## config.mk

```make
export PLATFORM = sky130hd
export DESIGN_NAME = fsm_bit_serializer
export DESIGN_NICKNAME = d
export VERILOG_FILES = /design/src/rtl/fsm_bit_serializer.sv
export SDC_FILE = /design/constraint.sdc
export NUM_CORES = 1
export LEC_CHECK = 0
export ABC_AREA = 1
export CORE_MARGIN = 1.5
export CORE_UTILIZATION = 25
export DETAILED_ROUTE_END_ITERATION = 16
export GPL_TIMING_DRIVEN = 1
export SLEW_MARGIN = 30
export SYNTH_ARGS = -nofsm -noshare
export SYNTH_HDL_FRONTEND = slang
export SYNTH_SLANG_ARGS = --single-unit
```

## constraint.sdc

```tcl
create_clock -name clock -period 0.9 [get_ports clock]
set_input_delay 0.18 -clock clock [delete_from_list [all_inputs] [get_ports clock]]
set_output_delay 0.18 -clock clock [all_outputs]
set_load 0.005 [all_outputs]
```

## src/rtl/fsm_bit_serializer.sv

```systemverilog
// rtl/fsm_bit_serializer.sv - parallel-to-serial MSB-first feeder with valid/ready intake
// Optional even-parity frame bit enabled by defining SERIALIZER_PARITY_EN (set CNT_W accordingly).
module fsm_bit_serializer #(
    parameter int WIDTH = 4,
    parameter int CNT_W = 2
) (
    input  logic             clock,
    input  logic             reset,
    input  logic [WIDTH-1:0] data_in,
    input  logic             data_valid,
    output logic             data_ready,
    input  logic             shift_en,
    output logic             w,
    output logic             w_valid,
    output logic             busy
);

`ifdef SERIALIZER_PARITY_EN
    localparam int FRAME = WIDTH + 1;
`else
    localparam int FRAME = WIDTH;
`endif
    localparam logic [CNT_W-1:0] LAST = CNT_W'(FRAME - 1);

    typedef enum logic {
        IDLE,
        SHIFT
    } state_t;

    state_t             state, state_nxt;
    logic [FRAME-1:0]   shift_reg, shift_nxt;
    logic [CNT_W-1:0]   bit_cnt, cnt_nxt;
    logic [FRAME-1:0]   load_word;
    logic               w_valid_q;

`ifdef SERIALIZER_PARITY_EN
    assign load_word = {data_in, ^data_in};
`else
    assign load_word = data_in;
`endif

    always_ff @(posedge clock) begin
        if (!reset) begin
            state     <= IDLE;
            shift_reg <= '0;
            bit_cnt   <= '0;
            w_valid_q <= 1'b0;
        end else begin
            state     <= state_nxt;
            shift_reg <= shift_nxt;
            bit_cnt   <= cnt_nxt;
            w_valid_q <= (state_nxt == SHIFT);
        end
    end

    always_comb begin
        state_nxt  = state;
        shift_nxt  = shift_reg;
        cnt_nxt    = bit_cnt;
        data_ready = 1'b0;
        case (state)
            IDLE: begin
                data_ready = 1'b1;
                if (data_valid) begin
                    shift_nxt = load_word;
                    cnt_nxt   = '0;
                    state_nxt = SHIFT;
                end
            end
            SHIFT: begin
                if (shift_en) begin
                    if (bit_cnt == LAST) begin
                        data_ready = 1'b1;
                        if (data_valid) begin
                            shift_nxt = load_word;
                            cnt_nxt   = '0;
                        end else begin
                            // clearing the register keeps w low while idle
                            shift_nxt = '0;
                            cnt_nxt   = '0;
                            state_nxt = IDLE;
                        end
                    end else begin
                        shift_nxt = {shift_reg[FRAME-2:0], 1'b0};
                        cnt_nxt   = bit_cnt + CNT_W'(1);
                    end
                end
            end
            default: begin
                state_nxt = IDLE;
                shift_nxt = '0;
                cnt_nxt   = '0;
            end
        endcase
    end

    assign w       = shift_reg[FRAME-1];
    assign w_valid = w_valid_q;
    assign busy    = (state == SHIFT);

endmodule

```

==> impl_results.md <==
- Nets@finish: 95
- Syn_area_per_cell: 7.019 um^2
- Final core occ: 0.4828
- Gr usage total: 0.1132
- Worst skew pair latency: 260 ps
- TritonCTS clock tree: yes
- Share of cells above drive strength 1: 0.4706
- Synth async-reset ratio: 0
- CP Capture Type: output pin
- Critical path startpoint category: register
- Gpl congestion: 0.7313
- Most numerous cell in the Yosys netlist: nand2_1
- CTS H-Tree Depth: 1
- Clock transition at path regs: 50 ps
- PnR Total Power: 0.0009269 W
- Core Box Area: 1524 um^2
- Unrepaired setup endpoints after global routing: true
- Run status: complete, but fails checks
- Die width: 43.70 um
- Max FFs per register: 4
- Rows: 14
- Largest vdd supply drop: 0.5734 mV
- Initial Util: 0.2718
- Post-synth top flop: dfxtp_1
- Synth warn: 0
- Root Driver: clkbuf_4
- Post-DRT Antenna Nets: 0
- Critical path class: register to output pin
- Clock Sinks: 7
- PwrDens: 1260 nW/um^2
- Max cap viols: 0
- Diodes inserted: 0
- Drt wl/cell: 10.05 um
- Tmin final: 1140 ps
- GRT Residual Overflow: 0
- Largest net degree at the start of global routing: 8
- Synth cell types: 15
- Vias: 458
- Hold/Removal Path Class: input pin to register
- Max stage delay on crit path: 330 ps
- Period Utilization, post-route: 1.266
- Via count of the first global-routing pass: 393
- FMAX: 877.5 MHz
- Top post-synthesis cells by count: 14 x nand2_1, 8 x inv_1, 7 x dfxtp_1, 6 x a21oi_1, 6 x nor2_1
- I/O pin total: 12
- Residual DRC: 0
- Synth area leaders: dfxtp_1 34%, nand2_1 13%, nand2_4 8.2%
- Post-DP HPWL: 625.9 um
- Initial antenna violation count: 0
- Max-slew violation count: 0
- Hold Violations, Final: 0
- Max-slew headroom: 0.7846
- Crit path top cell by count: nand2_2
- Post-synth top area cell: dfxtp_1
- Via/cell ratio: 4.535
- Post-Syn Area: 414.1 um^2
- CTS buffer count: 3
- Leakage: 0.3659 nW
- Failing checks: setup timing
- Slowest CP cell: dfxtp_2
- Die area: 1910 um^2
- Hold-fix buffers, CTS: 0
- Mapped Cells: 59
- Starting DRT DRC Count: 11
- Clk buf depth: 2
- Worst Tran Pin Value: 323.1 ps
- Area grow syn2layout: 77.64%
- Port-buffer cells: 11
- Die height: 43.70 um
- Global-route wire length before repair: 1607 um
- Synth top area share: 0.3384
- Clock Skew: 7.243 ps
- Post-synth net total: 68
- Critical path fanouts, max: 2
- Final setup viols: 10
- Seq cells post-synth: 7
- Register area share after synthesis: 0.3384
- Post-synth EDFFs: 0
- Routed wire length: 1015 um
- Arrival time at the worst endpoint: 960 ps
- Worst path cell trace: ha_4, nand2_2, nand2_2, buf_2
- DRT Pass-1 Iters: 4
- Final WS setup: -239.6 ps
- Worst path required time: 720 ps
metrics by stage:
step	area [um^2]	worst slack [ps]	hold slack, ps	setup TNS (ps)	instances
floorplan	417.9	-11.15	303.0	-16.50	59
global placement	574.3	-543.0	473.8	-3018	90
detailed placement	574.3	-560.7	499.2	-3050	90
CTS	674.4	-257.3	388.9	-1227	99
global route	735.7	-285.9	429.1	-1736	101
finish	735.7	-239.6	412.4	-1253	101
placed cells by master, fill, tap and decap left out, drive strengths merged:
master | synthesis | routed
nand3b | 4 | 4
a21oi | 6 | 6
clkdlybuf4s50 | 0 | 5
dlymetal6s2s | 0 | 1
dfxtp | 7 | 7
clkbuf | 0 | 4
dlygate4sd2 | 0 | 1
inv | 9 | 9
nand2 | 17 | 17
nand3 | 4 | 4
nor2 | 7 | 7
ha | 1 | 1
or2 | 1 | 1
o21ai | 1 | 1
buf | 2 | 17
report_power, final:
part	switching (W)	leakage (nW)	total [W]	internal, W
registers	0.0000153	0.0596	0.000350	0.000335
clock network	0.000134	0.0150	0.000304	0.000170
logic	0.000115	0.291	0.000272	0.000157
total	0.000264	0.366	0.000927	0.000663
kinds of logic after synthesis:
family | share of synthesized area
compound gates | 0.08458
fa+ha+maj | 0.03021
buf+inv | 0.1329
flops | 0.3384
simple gates | 0.4139
worst paths after layout:
check	cells past startpoint	endpoint	slack (ps)	from
max	4	data_ready	-240	bit_cnt[1]
min reg2reg	2	bit_cnt[1]	520	bit_cnt[1]
min	6	w_valid	410	shift_en
max reg2reg	4	bit_cnt[0]	-160	bit_cnt[1]
repair_timing:
action,in CTS,in global routing
pin swaps,8,6
resized for setup,31,10
setup buffers,6,2
endpoints found under the setup margin,11,10
per-layer routing:
layer  vias to the layer above  global-route usage  part of all wire
met1                       209              0.1392              0.47
met4                         0             0.09091             0.017
met5                         -                   0                 0
met3                         2             0.01250             0.039
met2                        13              0.1765              0.47
li1                        234                   -                 -
cell type report:
| class | instances | area, um^2 |
|---|---|---|
| Inverter | 9 | 38.79 |
| Timing Repair Buffer | 24 | 232.7 |
| Clock buffer | 4 | 26.28 |
| Sequential cell | 7 | 147.6 |
| Tap cell | 16 | 20.02 |
| Multi-Input combinational cell | 41 | 270.3 |
| Fill cell | 146 | 788.3 |
critical path: cells and delay by family, from the launching register on:
family / cells / cell delay, ps
flip-flops: 1 / 330
adder cells (fa/ha/maj): 1 / 160
buffers and inverters: 1 / 120
AND/OR/NAND/NOR: 2 / 90
(Power assumes the default switching activity.)
